===== src/rtl/ahbmtx_arb_param.sv =====
// Output-stage arbiter for one shared slave port of the AHB bus matrix.
// Fixed-priority or round-robin selection, with optional grant hold for defined-length bursts.
module ahbmtx_arb_param #(
    parameter int unsigned NUM_PORTS  = 4,
    parameter int unsigned PORT_W     = 3,
    parameter int unsigned ARB_MODE   = 0,
    parameter int unsigned BURST_HOLD = 1
) (
    input  logic                 HCLK,
    input  logic                 HRESET,
    input  logic [NUM_PORTS-1:0] req_port,
    input  logic                 HREADYM,
    input  logic                 HSELM,
    input  logic [1:0]           HTRANSM,
    input  logic [2:0]           HBURSTM,
    input  logic                 HMASTLOCKM,
    output logic [PORT_W-1:0]    addr_in_port,
    output logic                 no_port,
    output logic                 burst_hold
);

    localparam int unsigned CNT_W = 4;
    localparam int unsigned NSLOT = 1 << PORT_W;

    localparam logic [1:0] TR_IDLE = 2'b00;
    localparam logic [1:0] TR_BUSY = 2'b01;
    localparam logic [1:0] TR_NSEQ = 2'b10;
    localparam logic [1:0] TR_SEQ  = 2'b11;

    logic [PORT_W-1:0] port_q, port_d;
    logic [PORT_W-1:0] ptr_q, ptr_d;
    logic              no_port_q, no_port_d;
    logic              hold_q, hold_d;
    logic [CNT_W-1:0]  cnt_q, cnt_d;

    logic [NSLOT-1:0]  cand;
    logic              grant_vld;
    logic [PORT_W-1:0] grant_idx;
    logic              hold_act;
    logic [CNT_W-1:0]  beats_m1;

    // Requesters plus the current owner while it is still mid-transfer.
    always_comb begin
        cand = '0;
        for (int i = 0; i < int'(NUM_PORTS); i++) begin
            cand[PORT_W'(i)] = req_port[i]
                             | ((port_q == PORT_W'(i)) & HSELM & (HTRANSM != TR_IDLE) & ~no_port_q);
        end
    end

    // Winner search: lowest index wins, or rotate from the slot after the last grant.
    always_comb begin
        int unsigned idx;
        grant_vld = 1'b0;
        grant_idx = '0;
        idx       = 0;
        if (ARB_MODE == 0) begin
            for (int i = int'(NUM_PORTS) - 1; i >= 0; i--) begin
                if (cand[PORT_W'(i)]) begin
                    grant_vld = 1'b1;
                    grant_idx = PORT_W'(i);
                end
            end
        end else begin
            for (int k = int'(NUM_PORTS); k >= 1; k--) begin
                idx = 32'(ptr_q) + 32'(k);
                if (idx >= NUM_PORTS) begin
                    idx = idx - NUM_PORTS;
                end
                if (cand[PORT_W'(idx)]) begin
                    grant_vld = 1'b1;
                    grant_idx = PORT_W'(idx);
                end
            end
        end
    end

    // Remaining beats after the NONSEQ of a defined-length burst.
    always_comb begin
        beats_m1 = '0;
        case (HBURSTM)
            3'b010, 3'b011: beats_m1 = CNT_W'(3);
            3'b100, 3'b101: beats_m1 = CNT_W'(7);
            3'b110, 3'b111: beats_m1 = CNT_W'(15);
            default:        beats_m1 = '0;
        endcase
    end

    // IDLE or NONSEQ mid-burst is an early termination and releases the hold.
    assign hold_act = (BURST_HOLD != 0) && (cnt_q != '0)
                   && ((HTRANSM == TR_SEQ) || (HTRANSM == TR_BUSY));

    always_comb begin
        port_d    = port_q;
        ptr_d     = ptr_q;
        no_port_d = no_port_q;
        cnt_d     = cnt_q;
        if (HREADYM) begin
            if (!HMASTLOCKM) begin
                if (hold_act) begin
                    no_port_d = 1'b0;
                end else if (grant_vld) begin
                    port_d    = grant_idx;
                    ptr_d     = grant_idx;
                    no_port_d = 1'b0;
                end else if (HSELM) begin
                    no_port_d = 1'b0;
                end else begin
                    no_port_d = 1'b1;
                end
            end
            if (BURST_HOLD != 0) begin
                if ((HTRANSM == TR_NSEQ) && HSELM) begin
                    cnt_d = beats_m1;
                end else if ((HTRANSM == TR_IDLE) || (HTRANSM == TR_NSEQ)) begin
                    cnt_d = '0;
                end else if ((HTRANSM == TR_SEQ) && (cnt_q != '0)) begin
                    cnt_d = cnt_q - CNT_W'(1);
                end
            end
        end
        hold_d = (cnt_d != '0);
    end

    always_ff @(posedge HCLK) begin
        if (HRESET) begin
            port_q    <= '0;
            ptr_q     <= '0;
            no_port_q <= 1'b1;
            hold_q    <= 1'b0;
            cnt_q     <= '0;
        end else begin
            port_q    <= port_d;
            ptr_q     <= ptr_d;
            no_port_q <= no_port_d;
            hold_q    <= hold_d;
            cnt_q     <= cnt_d;
        end
    end

    assign addr_in_port = port_q;
    assign no_port      = no_port_q;
    assign burst_hold   = hold_q;

endmodule


===== config.mk =====
export PLATFORM = sky130hd
export DESIGN_NAME = ahbmtx_arb_param
export DESIGN_NICKNAME = d
export VERILOG_FILES = /design/src/rtl/ahbmtx_arb_param.sv
export SDC_FILE = /design/constraint.sdc
export NUM_CORES = 1
export LEC_CHECK = 0
export CORE_AREA = 3 3 40 42
export DETAILED_ROUTE_END_ITERATION = 12
export DIE_AREA = 0 0 43 45
export PLACE_DENSITY = 0.77
export REMOVE_ABC_BUFFERS = 1
export SKIP_LAST_GASP = 1
export SLEW_MARGIN = 30
export SYNTH_ARGS = -nofsm -noshare
export SYNTH_HDL_FRONTEND = slang
export SYNTH_SLANG_ARGS = --single-unit

===== constraint.sdc =====
create_clock -name HCLK -period 2.2 [get_ports HCLK]
set_input_delay 0.55 -clock HCLK [delete_from_list [all_inputs] [get_ports HCLK]]
set_output_delay 0.55 -clock HCLK [all_outputs]
set_load 0.005 [all_outputs]

# ---- After elaboration in Yosys (flattened, before gate mapping)
# Cells that the tools add are included.
dict set report word_totals {
  n_memories 0
  ram_bits 0
  mem_bits_ro 0
  register_bits 9
  latchBits 0
}
dict set report classes {
  bitwise_logic 19
  n_mux 16
  mul 0
  n_eq_ne 12
  n_reduce_logical 15
  n_addsub 1
  div_mod_pow 0
  shift 0
  order_cmp 0
}
# cell n
set op_table {}
lappend op_table {{4-bit two-way mux} 4}
lappend op_table {{1-bit AND} 12}
lappend op_table {{3-bit by 2-bit == test with 1-bit output, second input constant} 4}
lappend op_table {{3-bit == test, second input constant} 4}
lappend op_table {{4-bit case mux with 3 select lines} 1}
lappend op_table {{3-bit two-way mux} 3}
lappend op_table {{4-bit nonzero test} 2}
lappend op_table {{1-bit two-way mux} 7}
lappend op_table {{2-bit OR reduction} 3}
lappend op_table {{2-bit == test, second input constant} 2}
lappend op_table {{1-bit OR} 4}
lappend op_table {{4-bit AND reduction} 1}
lappend op_table {{4-bit by 1-bit subtractor with 4-bit output, second input constant} 1}
lappend op_table {{3-bit by 1-bit == test with 1-bit output, second input constant} 1}
lappend op_table {{1-bit logical AND} 3}
lappend op_table {{3-bit logical NOT} 1}
lappend op_table {{1-bit inverter} 3}
lappend op_table {{2-bit by 1-bit == test with 1-bit output, second input constant} 1}
lappend op_table {{2-bit logical NOT} 1}
lappend op_table {{1-bit logical OR} 2}
lappend op_table {{2-bit two-way mux} 1}
lappend op_table {{2-bit AND reduction} 1}
lappend op_table {{2-bit nonzero test} 1}

# ---- Longest topological paths before layout
dict set report depth {
  depth_word 11
  mapped_depth 7
}

# ---- Least setup slack after synthesis
# No wires, ideal clock.
dict set report synth_timing {
  path_type {input to register}
  start {in HTRANSM[0]}
  end {reg hold_q (netlist: burst_hold)}
  arrival_time_ns 1.667
  n_path_buf 1
  setup_slack_ns 0.399
  required_ns 2.066
  cell_stages 5
  cell_sequence {buf_4 > nand3b_1 > o21ai_0 > o31a_1 > or4_1}
}
dict set report synth_between {
  elab_chain_len 7
  word_cells_on_any_way 11
}
# item line_no
set synth_rtl {}
lappend synth_rtl {{start, declared} 14} ;# input logic [1:0] HTRANSM,
lappend synth_rtl {{2-bit == test} 117} ;# end else if ((HTRANSM == TR_SEQ) && (cnt_q != '0)) begin
lappend synth_rtl {{1-bit logical AND} 117}
lappend synth_rtl {{4-bit two-way mux} 117}
lappend synth_rtl {{4-bit two-way mux} 115} ;# end else if ((HTRANSM == TR_IDLE) || (HTRANSM == TR_NSEQ)) begin
lappend synth_rtl {{4-bit two-way mux (*)} 113} ;# if ((HTRANSM == TR_NSEQ) && HSELM) begin
lappend synth_rtl {{4-bit two-way mux (*)} 98} ;# if (HREADYM) begin
lappend synth_rtl {{4-bit nonzero test (*)} 122} ;# hold_d = (cnt_d != '0);
lappend synth_rtl {{end signal, assigned} 136} ;# hold_q <= hold_d;
lappend synth_rtl {{end, declared} 33} ;# logic hold_q, hold_d;
# Every way passes the cells marked *; elsewhere a longest branch is shown, timed or not.
# A chain may end at the register's enable or synchronous reset.

# ---- Final worst setup path
dict set report layout_timing {
  start {in HTRANSM[1]}
  end {reg hold_q (netlist: burst_hold)}
}
# The elaborated chain is that of the path after synthesis.

==> summary.md <==
| Metric | Value |
|---|---|
| Share of the synthesized area in the top cell type | 29.5% |
| Syn Area/Cell | 7.76 um2 |
| Die Area | 1940 um2 |
| Final worst path period share | 96.8% |
| Initial antenna violation count | 0 |
| Starting Density | 42.3% |
| Htree depth | 1 |
| Top post-synthesis cells by count | nor2_1 (9), dfxtp_1 (8), a21oi_1 (5), inv_1 (4), nand2_1 (4) |
| Minimum clock period after layout | 2.13 ns |
| Drt first pass iters | 4 |
| Status | finished clean |
| GP Congestion | 0.901 |
| Leak | 0.319 nW |
| WS Path Type | primary input to flip-flop |
| Nets | 115 |
| GR Util met2 | 24.6% |
| Clock Sinks | 8 |
| # Max-Cap Violations | 0 |
| GRT Overall Usage | 15.7% |
| Endpoints failing hold | 0 |
| FP Rows | 13 |
| Worst Path Buf+Inv | 1 |
| Post-Route WL | 1480 um |
| Slew Viols, Final | 0 |
| Post-CTS Setup Bufs | 0 |
| Top-count cell post-synth | nor2_1 |
| DR vias | 638 |
| Vias in the first global route | 540 |
| Post-DP HPWL | 1180 um |
| M1 GR Usage | 21.4% |
| GR peak layer | met2 |
| Met3 Use GR | 4.78% |
| Port bufs | 16 |
| CTS max path bufs | 2 |
| Critical Path AT | 2.25 ns |
| Largest net degree at the start of global routing | 8 |
| Routed WL per cell | 13.1 um |
| Synth Register Bits | 8 |
| CP max stage delay | 0.58 ns |
| Number of remaining DRC errors | 0 |
| Worst Path Required | 2.32 ns |
| Syn. warnings | 0 |
| Fmax achieved | 470 MHz |
| VDD IR max | 0.422 mV |
| Fill cells | 112 |
| Post-Syn Instances | 70 |
| Area after DPL | 790 um2 |
| Clock slew at reported path FFs | 0.06 ns |
| Post-synth cell types | 36 |
| CTS tree | yes |
| Global route overflow | 0 |
| Post-synth EDFFs | 0 |
| Root Driver | clkbuf_4 |
| Largest cells by area after synthesis | dfxtp_1 (29%), nor2_1 (6.2%), a21oi_1 (4.6%) |
| Die H | 45 um |
| Crit path cell chain | clkdlybuf4s50_1, nand2_1, o21a_1, o21ai_1, a311oi_1, or4_1 |
| Final setup fails | 0 |
| Drt initial violations | 24 |
| Skew final | 0.0103 ns |
| Highest net fanout along the worst path | 7 |
| Worst-Skew Late Latency | 0.25 ns |
| Seq/Total Area, Yosys | 29.5% |
| First-pass GRT wire length | 2340 um |
| DIE WIDTH | 43 um |
| Detail Route Antenna Nets | 0 |
| Core area | 1280 um2 |
| Nature of the critical path startpoint | primary input |
| ANT cells | 0 |
| Final core utilization | 63.4% |
| Vias per inst | 5.65 |
| Cts bufs inserted | 3 |
| Endpoint class of the critical path | flip-flop |
| Cell Area, Synth | 543 um2 |
| Post-route cell area | 815 um2 |
| FFs w/ async S/R, synth | 0% |
| Final hold slack | 0.518 ns |
| Pwr dens | 484 nW/um2 |
| CP top delay family | simple AND/OR/NAND/NOR gates |
| RSZ-0062 raised after global routing | false |
| Layout cells sized above 1 | 18.4% |
| CP max-delay cell | clkdlybuf4s50_1 |
| Area grow syn2layout | 50.0% |
| Area leader, netlist | dfxtp_1 |
| Ports | 19 |
| HP Class | flip-flop to flip-flop |
| Main flop type after synthesis | dfxtp_1 |
==> flip-flops by register name, summed over array words and instances (netlist names) <==
name	flops
burst_hold	1
cnt_q	4
addr_in_port	2
no_port	1
==> kinds of logic after synthesis <==
| group | Yosys count | synth area share, % |
|---|---|---|
| AOI/OAI and AO/OA | 23 | 29.7 |
| other | 1 | 0.691 |
| buffers and inverters | 6 | 5.53 |
| DFF | 8 | 29.5 |
| and+or+nand+nor | 30 | 30.4 |
| muxes | 1 | 1.84 |
| adders and majority gates | 1 | 2.30 |
==> layout by cell type, fill, tap and decap left out, types with 3 or more instances in the layout <==
| master | synthesis | layout |
|---|---|---|
| clkdlybuf4s50_1 | 0 | 16 |
| buf_4 | 2 | 11 |
| nor2_1 | 9 | 8 |
| dfxtp_1 | 8 | 8 |
| a21oi_1 | 5 | 5 |
| inv_1 | 4 | 4 |
| nand2_1 | 4 | 4 |
| nor3_1 | 3 | 3 |
| clkbuf_4 | 0 | 3 |
==> path summary, 6_finish.rpt <==
check	endpoint	depth (start not counted)	start	slack [ns]
hold reg to reg	no_port	1	no_port	0.52
setup / recovery	burst_hold	6	HTRANSM[1]	0.07
setup reg to reg	addr_in_port[0]	6	cnt_q[0]	0.29
hold / removal	no_port	1	no_port	0.52
==> what timing repair did <==
action	4_1_cts	5_1_grt
hold buffers	0	0
endpoints found under the setup margin	0	1
gates resized for setup	0	1
==> metrics by stage <==
step | total power (W) | TNS [ns] | setup slack (ns) | cells
2_1_floorplan | 0.000218 | 0 | 0.459 | 68
6_report | 0.000394 | 0 | 0.0712 | 113
5_1_grt | 0.000419 | 0 | 0.0371 | 113
3_3_place_gp | 0.000284 | -0.312 | -0.171 | 110
4_1_cts | 0.000394 | 0 | 0.0834 | 113
3_5_place_dp | 0.000286 | -0.332 | -0.181 | 110
==> per-layer routing <==
layer  vias to the layer above  share of wire, %
met3                         2                11
li1                        324                 -
met4                         0              0.14
met1                       276                45
met5                         -                 0
met2                        36                44
==> power breakdown <==
group          switching [W]  internal (W)  leakage [nW]
Sequential        0.00000950      0.000156        0.0660
Clock              0.0000452     0.0000621        0.0138
Combinational      0.0000516     0.0000694         0.240
==> area by class of cell <==
class                   instances  area (um2)  area share [%]
clock buffers                   3        22.5            2.76
inverters                       4        15.0            1.84
multi-input cells              56         355            43.6
flip-flops and latches          8         160            19.7
well taps                      15        18.8            2.30
repair buffers                 27         243            29.8
Power figures use the tool's default switching activity.
